==> config.mk <==
export PLATFORM = sky130hd
export DESIGN_NAME = sm4_ctrl
export DESIGN_NICKNAME = d
export VERILOG_FILES = /design/src/rtl/sm4_pkg.sv /design/src/rtl/sm4_ctrl.sv
export SDC_FILE = /design/constraint.sdc
export NUM_CORES = 1
export LEC_CHECK = 0
export ABC_AREA = 1
export CORE_AREA = 3 3 314 316
export CTS_CLUSTER_SIZE = 25
export DETAILED_ROUTE_END_ITERATION = 6
export DIE_AREA = 0 0 317 319
export PLACE_DENSITY = 0.47
export SKIP_LAST_GASP = 1
export SLEW_MARGIN = 20
export SYNTH_ARGS = -nofsm -noshare
export SYNTH_HDL_FRONTEND = slang
export SYNTH_SLANG_ARGS = --single-unit
==> constraint.sdc <==
create_clock -name clk -period 5 [get_ports clk]
set_input_delay 1 -clock clk [delete_from_list [all_inputs] [get_ports clk]]
set_output_delay 1 -clock clk [all_outputs]
set_load 0.01 [all_outputs]
==> src/rtl/sm4_pkg.sv <==
// Shared types and constants for the SM4 request sequencer.
package sm4_pkg;

  localparam int unsigned SM4_BLK_W         = 128;
  localparam int unsigned SM4_RK_W          = 32;
  localparam int unsigned SM4_CNT_W         = 7;
  localparam int unsigned SM4_KEXP_CYCLES   = 36;
  localparam int unsigned SM4_CRYPT_TIMEOUT = 64;

  localparam logic SM4_ENC = 1'b0;
  localparam logic SM4_DEC = 1'b1;

  typedef enum logic [1:0] {
    ST_IDLE  = 2'd0,
    ST_KEXP  = 2'd1,
    ST_CRYPT = 2'd2,
    ST_OUT   = 2'd3
  } sm4_state_e;

  // Hit counter increment that sticks at all-ones instead of wrapping.
  function automatic logic [15:0] sat_inc16(input logic [15:0] v);
    logic [15:0] r;
    if (v == 16'hFFFF) begin
      r = v;
    end else begin
      r = v + 16'd1;
    end
    return r;
  endfunction

endpackage

==> src/rtl/sm4_ctrl.sv <==
// SM4 request sequencer: accepts one request, re-expands the key schedule only
// when the cached key/direction does not match, runs the round engine with a
// timeout, and holds the result until the host takes it.
module sm4_ctrl
  import sm4_pkg::*;
#(
  parameter int unsigned KEXP_CYCLES   = SM4_KEXP_CYCLES,
  parameter int unsigned CRYPT_TIMEOUT = SM4_CRYPT_TIMEOUT
) (
  input  logic                 clk,
  input  logic                 rst_n,
  input  logic                 in_valid,
  output logic                 in_ready,
  input  logic [SM4_BLK_W-1:0] in_key,
  input  logic [SM4_BLK_W-1:0] in_data,
  input  logic                 in_enc_dec,
  input  logic                 flush,
  output logic                 out_valid,
  input  logic                 out_ready,
  output logic [SM4_BLK_W-1:0] out_data,
  output logic                 out_err,
  output logic                 busy,
  output logic [15:0]          hit_cnt,
  output logic                 kexp_sm4_enable,
  output logic                 kexp_enable,
  output logic                 kexp_enc_dec,
  output logic [SM4_BLK_W-1:0] kexp_key,
  output logic                 rnd_start,
  output logic [SM4_BLK_W-1:0] rnd_data,
  input  logic                 rnd_done,
  input  logic [SM4_BLK_W-1:0] rnd_result
);

  localparam logic [SM4_CNT_W-1:0] KEXP_LAST  = SM4_CNT_W'(KEXP_CYCLES - 32'd1);
  localparam logic [SM4_CNT_W-1:0] CRYPT_LAST = SM4_CNT_W'(CRYPT_TIMEOUT - 32'd1);

  sm4_state_e           r_state;
  sm4_state_e           w_state_nxt;
  logic [SM4_CNT_W-1:0] r_cnt;

  logic [SM4_BLK_W-1:0] r_req_key;
  logic [SM4_BLK_W-1:0] r_req_data;
  logic                 r_req_dir;

  logic [SM4_BLK_W-1:0] r_cache_key;
  logic                 r_cache_dir;
  logic                 r_cache_vld;
  logic                 r_flush_seen;

  logic [15:0]          r_hit_cnt;
  logic [SM4_BLK_W-1:0] r_out_data;
  logic                 r_out_err;

  logic                 w_accept;
  logic                 w_hit;
  logic                 w_kexp_last;
  logic                 w_crypt_last;

  // The hit check looks at the incoming request and the cache as it stands
  // before this edge, so a flush arriving with the request cannot cancel it.
  assign w_accept     = (r_state == ST_IDLE) & in_valid;
  assign w_hit        = r_cache_vld &
                        ({in_key, in_enc_dec} == {r_cache_key, r_cache_dir});
  assign w_kexp_last  = (r_state == ST_KEXP)  & (r_cnt == KEXP_LAST);
  assign w_crypt_last = (r_state == ST_CRYPT) & (r_cnt == CRYPT_LAST);

  // State register plus the shared phase counter, cleared on every state change.
  always_ff @(posedge clk or negedge rst_n) begin
    if (!rst_n) begin
      r_state <= ST_IDLE;
      r_cnt   <= 7'd0;
    end else begin
      r_state <= w_state_nxt;
      if (w_state_nxt != r_state) begin
        r_cnt <= 7'd0;
      end else if ((r_state == ST_KEXP) || (r_state == ST_CRYPT)) begin
        r_cnt <= r_cnt + 7'd1;
      end else begin
        r_cnt <= r_cnt;
      end
    end
  end

  // Next-state selection.
  always_comb begin
    w_state_nxt = r_state;
    case (r_state)
      ST_IDLE: begin
        if (w_accept) begin
          w_state_nxt = w_hit ? ST_CRYPT : ST_KEXP;
        end else begin
          w_state_nxt = ST_IDLE;
        end
      end
      ST_KEXP: begin
        if (w_kexp_last) begin
          w_state_nxt = ST_CRYPT;
        end else begin
          w_state_nxt = ST_KEXP;
        end
      end
      ST_CRYPT: begin
        // A done pulse on the timeout cycle still counts as a normal result.
        if (rnd_done || w_crypt_last) begin
          w_state_nxt = ST_OUT;
        end else begin
          w_state_nxt = ST_CRYPT;
        end
      end
      ST_OUT: begin
        if (out_ready) begin
          w_state_nxt = ST_IDLE;
        end else begin
          w_state_nxt = ST_OUT;
        end
      end
      default: begin
        w_state_nxt = ST_IDLE;
      end
    endcase
  end

  // Control outputs decoded purely from the registered state and counter.
  always_comb begin
    in_ready        = 1'b0;
    out_valid       = 1'b0;
    busy            = 1'b1;
    kexp_sm4_enable = 1'b0;
    kexp_enable     = 1'b0;
    rnd_start       = 1'b0;
    case (r_state)
      ST_IDLE: begin
        in_ready = 1'b1;
        busy     = 1'b0;
      end
      ST_KEXP: begin
        kexp_sm4_enable = 1'b1;
        kexp_enable     = (r_cnt == 7'd0);
      end
      ST_CRYPT: begin
        rnd_start = (r_cnt == 7'd0);
      end
      ST_OUT: begin
        out_valid = 1'b1;
      end
      default: begin
        busy = 1'b1;
      end
    endcase
  end

  // Request latch: captured once on accept and held for the whole transaction.
  always_ff @(posedge clk or negedge rst_n) begin
    if (!rst_n) begin
      r_req_key  <= 128'd0;
      r_req_data <= 128'd0;
      r_req_dir  <= 1'b0;
    end else if (w_accept) begin
      r_req_key  <= in_key;
      r_req_data <= in_data;
      r_req_dir  <= in_enc_dec;
    end else begin
      r_req_key  <= r_req_key;
      r_req_data <= r_req_data;
      r_req_dir  <= r_req_dir;
    end
  end

  // Key cache: flush always wins; a miss invalidates until expansion completes.
  always_ff @(posedge clk or negedge rst_n) begin
    if (!rst_n) begin
      r_cache_vld <= 1'b0;
    end else if (flush) begin
      r_cache_vld <= 1'b0;
    end else if (w_accept && !w_hit) begin
      r_cache_vld <= 1'b0;
    end else if (w_kexp_last) begin
      r_cache_vld <= ~r_flush_seen;
    end else begin
      r_cache_vld <= r_cache_vld;
    end
  end

  // Cached key/direction, refreshed when an expansion completes.
  always_ff @(posedge clk or negedge rst_n) begin
    if (!rst_n) begin
      r_cache_key <= 128'd0;
      r_cache_dir <= 1'b0;
    end else if (w_kexp_last) begin
      r_cache_key <= r_req_key;
      r_cache_dir <= r_req_dir;
    end else begin
      r_cache_key <= r_cache_key;
      r_cache_dir <= r_cache_dir;
    end
  end

  // Remembers a flush seen during the current expansion; rearmed on KEXP entry.
  always_ff @(posedge clk or negedge rst_n) begin
    if (!rst_n) begin
      r_flush_seen <= 1'b0;
    end else if (w_accept && !w_hit) begin
      r_flush_seen <= 1'b0;
    end else if (flush) begin
      r_flush_seen <= 1'b1;
    end else begin
      r_flush_seen <= r_flush_seen;
    end
  end

  // Saturating count of requests served from the cache.
  always_ff @(posedge clk or negedge rst_n) begin
    if (!rst_n) begin
      r_hit_cnt <= 16'd0;
    end else if (w_accept && w_hit) begin
      r_hit_cnt <= sat_inc16(r_hit_cnt);
    end else begin
      r_hit_cnt <= r_hit_cnt;
    end
  end

  // Result register: written only when CRYPT finishes, then held through OUT.
  always_ff @(posedge clk or negedge rst_n) begin
    if (!rst_n) begin
      r_out_data <= 128'd0;
      r_out_err  <= 1'b0;
    end else if ((r_state == ST_CRYPT) && rnd_done) begin
      r_out_data <= rnd_result;
      r_out_err  <= 1'b0;
    end else if (w_crypt_last) begin
      r_out_data <= 128'd0;
      r_out_err  <= 1'b1;
    end else begin
      r_out_data <= r_out_data;
      r_out_err  <= r_out_err;
    end
  end

  assign out_data     = r_out_data;
  assign out_err      = r_out_err;
  assign hit_cnt      = r_hit_cnt;
  assign kexp_key     = r_req_key;
  assign kexp_enc_dec = r_req_dir;
  assign rnd_data     = r_req_data;

endmodule

==> summary.md, run 1 <==
| Metric | Value |
|---|---|
| CP max stage delay | `610 ps` |
| PwrDens | `464 nW/um^2` |
| Most common cell after layout, fill and taps aside | `nand2_1` |
| Pins Over Slew Limit | `0` |
| Relative slew slack | `0.309` |
| CTS tree | `built` |
| # hold bufs at CTS | `0` |
| Root buffer cell | `clkbuf_16` |
| Iter 0 DRT Violations | `1350` |
| Fillers | `10000` |
| P&R area growth vs syn | `49.4%` |
| Worst Path Buf+Inv | `1` |
| DRT Wirelength | `101000 um` |
| Drc violations | `0` |
| CTS buffer count | `69` |
| Routability Congestion | `0.852` |
| Fin util | `0.366` |
| Pre-Repair DR Iteration Count | `5` |
| # Post-CTS Setup Buffers | `0` |
| CP startpoint kind | `flop` |
| R2r worst-path depth | `7` |
| Share of cells above drive strength 1 | `0.0479` |
| Max-cap violations | `0` |
| Netlist cell types | `33` |
| Fin. Hold Viols | `0` |
| Worst vdd ir | `0.273 mV` |
| Placement Setup Slack | `1170 ps` |
| Cells after Synth | `2881` |
| Total nets after synthesis | `3279` |
| Fmax | `0.311 GHz` |
| Ys Warns | `0` |
| Finished Layout Cells | `4979` |
| Vias in the first global route | `21600` |
| Worst clock skew | `23.6 ps` |
| Levels on crit path | `4` |
| First-pass GRT wire length | `148000 um` |
| Setup TNS | `0 ps` |
| WL/cell | `20.3 um` |
| Crit path max fanout | `5` |
| I/O pins | `799` |
| Vias per cell | `4.30` |
| CP delay by family, top | `buffers and inverters` |
| Data arrival, critical path | `2220 ps` |
| Die area | `101000 um^2` |
| DP Cell Count | `4847` |
| Initial core utilization | `0.245` |
| WS Path Type | `reg2out` |
| Register area share after synthesis | `0.575` |
| Hold WS | `355 ps` |
| HPWL after DPL | `75500 um` |
| Clk sinks | `542` |
| Worst-path clk slew | `60 ps` |
| CP max stage cell | `clkdlybuf4s50_1` |
| CTS resizes | `0` |
| Die X | `317 um` |
| P_leak | `16.8 nW` |
| Placement Rows | `114` |
| Initial antenna violation count | `26` |
| Flops & latches, synth | `542` |
| Crit path time final | `3220 ps` |
| Largest net degree at the start of global routing | `147` |
| Die height | `319 um` |
| Worst setup EP type | `output pin` |
| H-tree Lvls | `3` |
| Status | `completed` |
| Syn_area_per_cell | `8.18 um^2` |
| Port bufs | `798` |
| Final Worst Setup Slack | `1780 ps` |
| Crit path cell chain | `nor4_2, nand3b_1, nor2_1, clkdlybuf4s50_1` |
| Register area | `13600 um^2` |
| Slew @ Worst Pin | `1040 ps` |
| Mapped Area | `23600 um^2` |
| CP required | `4000 ps` |
| Final setup vio count | `0` |
| Final antenna-violating net count | `0` |
| Area of the multi-input gates | `8740 um^2` |
| Gr usage total | `0.197` |
| Most frequent cells in the layout | `1323 x nand2_1, 797 x clkdlybuf4s50_1, 542 x dfrtp_1` |
| Gr ovfl total | `0` |
| Period utilisation layout | `0.644` |
| Final #Nets | `4041` |
| Via count | `21400` |
| Clock tree buffer depth | `3` |
| RSZ-0062 raised after global routing | `false` |
| Core area | `96300 um^2` |
| Hold/Removal Path Class | `in2async` |
| Clk Latency, worst-skew pair | `630 ps` |
## per-layer routing
metal | vias to the layer above | part of all wire | global-route usage
met5 | - | 0.00083 | 0
met1 | 10200 | 0.41 | 0.240
met3 | 138 | 0.082 | 0.0665
li1 | 10400 | - | -
met2 | 657 | 0.49 | 0.331
met4 | 14 | 0.021 | 0.0543
## Yosys cell counts
| cell type | count | area, um^2 |
|---|---|---|
| nand2_4 | 2 | 22.5 |
| o21ai_0 | 206 | 1030 |
| nand3_2 | 2 | 20.0 |
| nand4_1 | 19 | 119 |
| ha_1 | 7 | 87.6 |
| and2_1 | 1 | 6.26 |
| nor2b_1 | 1 | 6.26 |
| o21ai_1 | 3 | 15.0 |
| nand3b_1 | 4 | 30.0 |
| nor4_2 | 1 | 12.5 |
| clkinv_1 | 1 | 3.75 |
| buf_6 | 2 | 22.5 |
| inv_2 | 14 | 52.6 |
| nand2_2 | 3 | 18.8 |
| buf_2 | 13 | 65.1 |
| nor2_4 | 3 | 33.8 |
| nor2_8 | 1 | 20.0 |
| clkbuf_1 | 98 | 368 |
| dfrtp_1 | 542 | 13600 |
| xor2_1 | 31 | 272 |
| nor3_1 | 24 | 120 |
| buf_4 | 1 | 7.51 |
| xnor2_1 | 43 | 377 |
| nor2_1 | 102 | 383 |
| nor4_1 | 2 | 12.5 |
| nor2_2 | 11 | 68.8 |
| nand2_1 | 1326 | 4980 |
| nand3_1 | 192 | 961 |
| inv_1 | 197 | 739 |
| nand3_4 | 1 | 17.5 |
| buf_1 | 13 | 48.8 |
| a21oi_1 | 4 | 20.0 |
| or2_2 | 11 | 68.8 |
## layout make-up
| type | instances | share of cell area |
|---|---|---|
| antenna | 9 | 0.000640 |
| clock buffer | 104 | 0.0574 |
| clock inverter | 18 | 0.00600 |
| inverter | 212 | 0.0230 |
| multi-input combinational | 2000 | 0.248 |
| sequential | 542 | 0.385 |
| tap | 1276 | 0.0453 |
| timing repair buffer | 818 | 0.234 |
## power breakdown
group	internal (mW)	total, mW	switching, mW
clock	3.00	5.04	2.04
sequential	5.45	6.19	0.746
combinational	2.57	5.12	2.54
## stage by stage
| stage | total power, mW | area, um^2 |
|---|---|---|
| after floorplan | 7.94 | 23600 |
| after CTS | 16.7 | 35200 |
| after global routing | 17.3 | 35200 |
| after detailed placement | 11.5 | 32900 |
| final | 16.3 | 35200 |
| after global placement | 11.5 | 32900 |
## flip-flops by register name, summed over array words and instances, names as in the netlist
| name | cells |
|---|---|
| kexp_key | 128 |
| kexp_enc_dec | 1 |
| r_flush_seen | 1 |
| r_cnt | 7 |
| r_state | 2 |
| r_cache_vld | 1 |
| out_err | 1 |
| hit_cnt | 16 |
| out_data | 128 |
| rnd_data | 128 |
| r_cache_dir | 1 |
| r_cache_key | 128 |
## final timing paths
path,slack (ps),endpoint,start
setup reg to reg,2110,r_cache_key[31],r_cnt[3]
max in group asynchronous,3510,rnd_data[6],rst_n
hold / removal,360,kexp_key[75],rst_n
setup / recovery,1780,rnd_start,r_cnt[3]
hold reg to reg,470,rnd_data[73],rnd_data[73]
min in group clk,470,rnd_data[73],rnd_data[73]
## cells by family after synthesis
logic type | share of synthesized area
AND/OR/NAND/NOR | 0.293
flip-flops | 0.575
buffers and inverters | 0.0555
AO/OA/AOI/OAI | 0.0452
XOR/XNOR | 0.0275
adder cells (fa/ha/maj) | 0.00372
No activity file was read; power rests on OpenSTA's default activity.
==> inputs of run 2 (changes only) <==
- PLACE_DENSITY: 0.47 -> 0.49
- clock period: 5 -> 2.8 ns (I/O delays scaled with it)
==> run 2 against run 1 <==
Sequential cell count stayed put. Non-clock buffer count is 60 higher. Setup slack worse by 1600 ps. Critical path type unchanged. Largest cell class unchanged. Largest power group unchanged.
==> summary.md, run 2 (synthesis results as in run 1) <==
| Metric | Value |
|---|---|
| Gr usage total | `0.191 (-0.00618)` |
| Initial antenna violation count | `25 (-3.8%)` |
| I/O pins | `799 (unchanged)` |
| Slew @ Worst Pin | `746 ps (-291 ps)` |
| Worst setup EP type | `output pin` |
| Port bufs | `798 (unchanged)` |
| PwrDens | `819 nW/um^2 (+76%)` |
| Finished Layout Cells | `5044 (+1.3%)` |
| Placement Rows | `114 (unchanged)` |
| Via count | `21600 (+0.70%)` |
| CP startpoint kind | `flop` |
| Initial core utilization | `0.245 (unchanged)` |
| Fin util | `0.373 (+0.00730)` |
| Most frequent cells in the layout | `1323 x nand2_1, 795 x clkdlybuf4s50_1, 542 x dfrtp_1` |
| Iter 0 DRT Violations | `1446 (+7.1%)` |
| Worst-path clk slew | `60 ps (about the same)` |
| Crit path max fanout | `4 (-1)` |
| CP required | `2240 ps (-1760 ps)` |
| R2r worst-path depth | `14 (+7)` |
| Share of cells above drive strength 1 | `0.0658 (+0.0179)` |
| Clk sinks | `542 (unchanged)` |
| CTS buffer count | `67 (-2.9%)` |
| DRT Wirelength | `98800 um (-2.5%)` |
| Fin. Hold Viols | `0 (unchanged)` |
| Die height | `319 um (unchanged)` |
| H-tree Lvls | `3 (unchanged)` |
| Fmax | `0.375 GHz` |
| Placement Setup Slack | `-362 ps (-1530 ps)` |
| P_leak | `17.2 nW (+2.5%)` |
| Final antenna-violating net count | `0 (unchanged)` |
| Final setup vio count | `0 (unchanged)` |
| DP Cell Count | `4907 (+1.2%)` |
| Post-DP Area | `33600 um^2 (+1.9%)` |
| Crit path time final | `2670 ps` |
| HPWL after DPL | `74600 um (-1.1%)` |
| FF-to-FF End | `hit_cnt[15]` |
| Hold/Removal Path Class | `in2async` |
| Data arrival, critical path | `2110 ps (-110 ps)` |
| Most common cell after layout, fill and taps aside | `nand2_1` |
| P&R area growth vs syn | `52.4%` |
| Core area | `96300 um^2 (unchanged)` |
| WS Path Type | `reg2out` |
| WL/cell | `19.6 um (-3.8%)` |
| Final instance area | `35900 um^2 (+2.0%)` |
| Final Worst Setup Slack | `134 ps (-1650 ps)` |
| RSZ-0062 raised after global routing | `false` |
| Period utilisation layout | `0.952` |
| Largest net degree at the start of global routing | `140 (-4.8%)` |
| Gr ovfl total | `0 (unchanged)` |
| Vias per cell | `4.28 (-0.60%)` |
| Die area | `101000 um^2 (unchanged)` |
| Routability Congestion | `0.868 (+1.8%)` |
| Clk Latency, worst-skew pair | `610 ps (-20 ps)` |
| Pre-Repair DR Iteration Count | `5 (unchanged)` |
| Vias in the first global route | `21700 (+0.21%)` |
| Clock tree buffer depth | `3 (unchanged)` |
| Drc violations | `0 (unchanged)` |
| Max-cap violations | `0 (unchanged)` |
| Power Total | `29.4 mW (+80%)` |
| First-pass GRT wire length | `145000 um (-2.4%)` |
| Root buffer cell | `clkbuf_16` |
| Worst clock skew | `27.1 ps (+3.49 ps)` |
| Worst vdd ir | `0.477 mV (+75%)` |
| R2r setup slk | `340 ps (-1770 ps)` |
| Final #Nets | `4099 (+1.4%)` |
| CTS tree | `built` |
| Setup TNS | `0 ps (unchanged)` |
| Die X | `317 um (unchanged)` |
| FF-to-FF Start | `r_cache_key[17]` |
| Hold WS | `467 ps (+111 ps)` |
| Status | `completed` |
| Relative slew slack | `0.503 (+0.194)` |
| Pins Over Slew Limit | `0 (unchanged)` |
==> run 2: cell count changes in the layout (fill, tap and decap cells not counted), sizes merged <==
cell	delta
inv	-2
clkbuf	-6
bufinv	+1
diode	+6
dlygate4sd2	+1
dlygate4sd3	+1
clkinvlp	+1
buf	+59
clkdlybuf4s50	-2
clkinv	+6
==> run 2: worst max-delay path: stages (launching register included) <==
cell and delay (ps):
dfrtp_1 400, inv_1 90, ha_1 270, inv_1 120, clkdlybuf4s50_1 620
==> run 2: cell type report <==
class                      instances  area (um^2)
fill                            9902        60400
sequential                       542        13600
timing repair buffer             878         8880
multi-input combinational       2000         8730
clock buffer                      97         2010
tap                             1276         1600
inverter                         212          808
clock inverter                    24          295
antenna                           15         37.5
==> run 2: routing by layer <==
metal | share of wire | up-vias | GRT usage
met3 | 0.089 | 136 | 0.0657
li1 | - | 10600 | -
met5 | 0.00066 | - | 0
met2 | 0.47 | 689 | 0.312
met4 | 0.024 | 8 | 0.0537
met1 | 0.41 | 10200 | 0.238
==> run 2: power by group <==
group          switching, mW  total, mW  internal, mW  leakage, nW
logic                   4.59       9.27          4.68         8.94
clock network           3.63       9.12          5.48         1.14
registers               1.32       11.0          9.72         7.12
==> run 2: timing repair <==
action | CTS | global route
gates resized for setup | 2 | 2
endpoints found under the hold margin | 44 | 0
buffers inserted | 0 | 0
hold buffers | 1 | 0
endpoints found under the setup margin | 2 | 1
==> run 2: worst max path at each step <==
stage | start | end | cells after the start
6_report | r_state[0] | busy | 4
5_1_grt | r_state[0] | busy | 4
3_5_place_dp | in_key[13] | hit_cnt[15] | 13
3_3_place_gp | in_key[9] | hit_cnt[10] | 14
2_1_floorplan | r_state[0] | hit_cnt[10] | 8
4_1_cts | r_state[1] | busy | 4
==> inputs of run 3 (changes only) <==
- CORE_AREA: 3 3 314 316 -> 2 2 313 315
- DIE_AREA: 0 0 317 319 -> 0 0 315 317
==> run 3 against run 2 <==
Combinational power fell by 0.9%. Core utilization fell by 0.12 points. Maximum frequency rose by 0.14%. Largest power group unchanged. Highest routed layer unchanged. Wire length rose by 0.93%. First-iteration DRC count fell by 2.9%. Cell area fell by 0.33%. Via count rose by 0.24%.
==> summary.md, run 3 (synthesis results as in run 1) <==
| Metric | Value |
|---|---|
| Hold/Removal Path Class | `in2async` |
| Clk sinks | `542 (unchanged)` |
| First-pass GRT wire length | `145000 um (+0.13%)` |
| Worst-path clk slew | `60 ps (about the same)` |
| Gr ovfl total | `0 (unchanged)` |
| PwrDens | `817 nW/um^2 (-0.27%)` |
| Initial core utilization | `0.245 (unchanged)` |
| Drc violations | `0 (unchanged)` |
| Via count | `21600 (+0.24%)` |
| Core area | `96300 um^2 (unchanged)` |
| H-tree Lvls | `3 (unchanged)` |
| WS Path Type | `reg2out` |
| FF-to-FF Start | `r_cache_key[9]` |
| Most frequent cells in the layout | `1323 x nand2_1, 794 x clkdlybuf4s50_1, 542 x dfrtp_1` |
| P_leak | `17.1 nW (-0.34%)` |
| Vias per cell | `4.29 (+0.40%)` |
| Largest net degree at the start of global routing | `136 (-2.9%)` |
| Final setup vio count | `0 (unchanged)` |
| Clock tree buffer depth | `3 (unchanged)` |
| Port bufs | `798 (unchanged)` |
| Die area | `99900 um^2 (-1.3%)` |
| CP required | `2240 ps (about the same)` |
| Die X | `315 um (-0.63%)` |
| Final antenna-violating net count | `0 (unchanged)` |
| CTS tree | `built` |
| HPWL after DPL | `75300 um (+0.91%)` |
| Crit path time final | `2660 ps (-3.80 ps)` |
| CP startpoint | `r_state[0]` |
| Final Worst Setup Slack | `137 ps (+3.80 ps)` |
| Register area | `13600 um^2 (unchanged)` |
| Hold WS | `427 ps (-39.3 ps)` |
| Fin. Hold Viols | `0 (unchanged)` |
| I/O pins | `799 (unchanged)` |
| Period utilisation layout | `0.951 (-0.00136)` |
| Pre-Repair DR Iteration Count | `5 (unchanged)` |
| Placement Rows | `114 (unchanged)` |
| Fillers | `9886 (-0.16%)` |
| Worst clock skew | `18.8 ps (-8.22 ps)` |
| RSZ-0062 raised after global routing | `false` |
| Root buffer cell | `clkbuf_16` |
| Crit path cell chain | `inv_1, ha_2, inv_1, clkdlybuf4s50_1` |
| WL/cell | `19.8 um (+1.1%)` |
| Area of the multi-input gates | `8730 um^2 (about the same)` |
| P&R area growth vs syn | `51.9%` |
| CP max stage cell | `clkdlybuf4s50_1` |
| Max-cap violations | `0 (unchanged)` |
| Clk Latency, worst-skew pair | `630 ps (+20 ps)` |
| CTS buffer count | `70 (+4.5%)` |
| Gr usage total | `0.195 (+0.00460)` |
| Final #Nets | `4100 (+0.024%)` |
| Relative slew slack | `0.519 (+0.0160)` |
| Status | `completed` |
| R2r worst-path depth | `13 (-1)` |
| Most common cell after layout, fill and taps aside | `nand2_1` |
| Pins Over Slew Limit | `0 (unchanged)` |
| Die height | `317 um (-0.63%)` |
| CP max stage delay | `610 ps (about the same)` |
| Slew @ Worst Pin | `720 ps (-26.4 ps)` |
| Fmax | `0.376 GHz (+0.14%)` |
| Vias in the first global route | `21700 (+0.30%)` |
| Most used cell, CP | `inv_1` |
| CP startpoint kind | `flop` |
| Routability Congestion | `0.852 (-1.8%)` |
| Placement Setup Slack | `-394 ps (-31.1 ps)` |
| Iter 0 DRT Violations | `1404 (-2.9%)` |
| Data arrival, critical path | `2100 ps (about the same)` |
| DRT Wirelength | `99700 um (+0.93%)` |
| Worst setup EP type | `output pin` |
| Share of cells above drive strength 1 | `0.0640 (-0.00181)` |
| Worst vdd ir | `0.526 mV (+10%)` |
| Initial antenna violation count | `26 (+4.0%)` |
| Crit path max fanout | `4 (unchanged)` |
run 3: cell types whose count changed in the layout (fill, tap and decap cells not counted), moves of 2 or more:
cell	delta
clkbuf_8	-6
clkbuf_16	+5
diode_2	-5
clkbuf_1	+4
buf_12	-3
bufinv_16	-3
dlygate4sd2_1	+2
run 3: cell type report:
class	instances	share of cell area
clock buffers	100	0.0578
multi-input cells	2000	0.244
repair buffers	876	0.247
diodes	10	0.000699
flip-flops and latches	542	0.379
well taps	1276	0.0446
clock inverters	20	0.00496
inverters	212	0.0226
run 3: through the flow:
step                      std cells   util  cell area (um^2)  setup TNS [ps]  power (mW)
after floorplan                2881      -             23600               0        14.2
after CTS                      5026  0.372             35800               0        29.7
after detailed placement       4905  0.348             33500           -6020        20.5
final                          5036  0.372             35800               0        29.3
after global placement         4905  0.348             33500           -6030        20.5
after global routing           5031  0.372             35800               0        30.9
run 3: worst paths after layout:
kind / end / slack (ps)
max in group asynchronous: rnd_data[56] / 1450
min in group clk: rnd_data[30] / 460
setup / recovery: busy / 140
hold / removal: r_cache_key[82] / 430
setup reg to reg: hit_cnt[13] / 370
hold reg to reg: rnd_data[40] / 480
run 3: worst max-delay path, delay by kind of cell, from the launching register on:
family                   cells  cell delay (ps)
buffers and inverters        3              810
flip-flops                   1              410
adder cells (fa/ha/maj)      1              260
run 3: repair_timing:
item,in CTS,in global routing
endpoints found under the hold margin,27,0
hold buffers,1,0
endpoints found under the setup margin,4,0
resized for setup,4,0
setup buffers,0,0
run 3: power breakdown:
part           switching, mW  internal (mW)  leakage (nW)
combinational           4.52           4.67          8.91
sequential              1.37           9.72          7.12
clock                   3.65           5.32          1.11
total                   9.54           19.7          17.1
run 3: metal layers:
metal	global-route usage	vias up	routed length, um
met5	0	-	51
met4	0.0545	8	1930
met3	0.0658	134	8150
met2	0.329	687	48700
met1	0.238	10200	40900
li1	-	10600	-
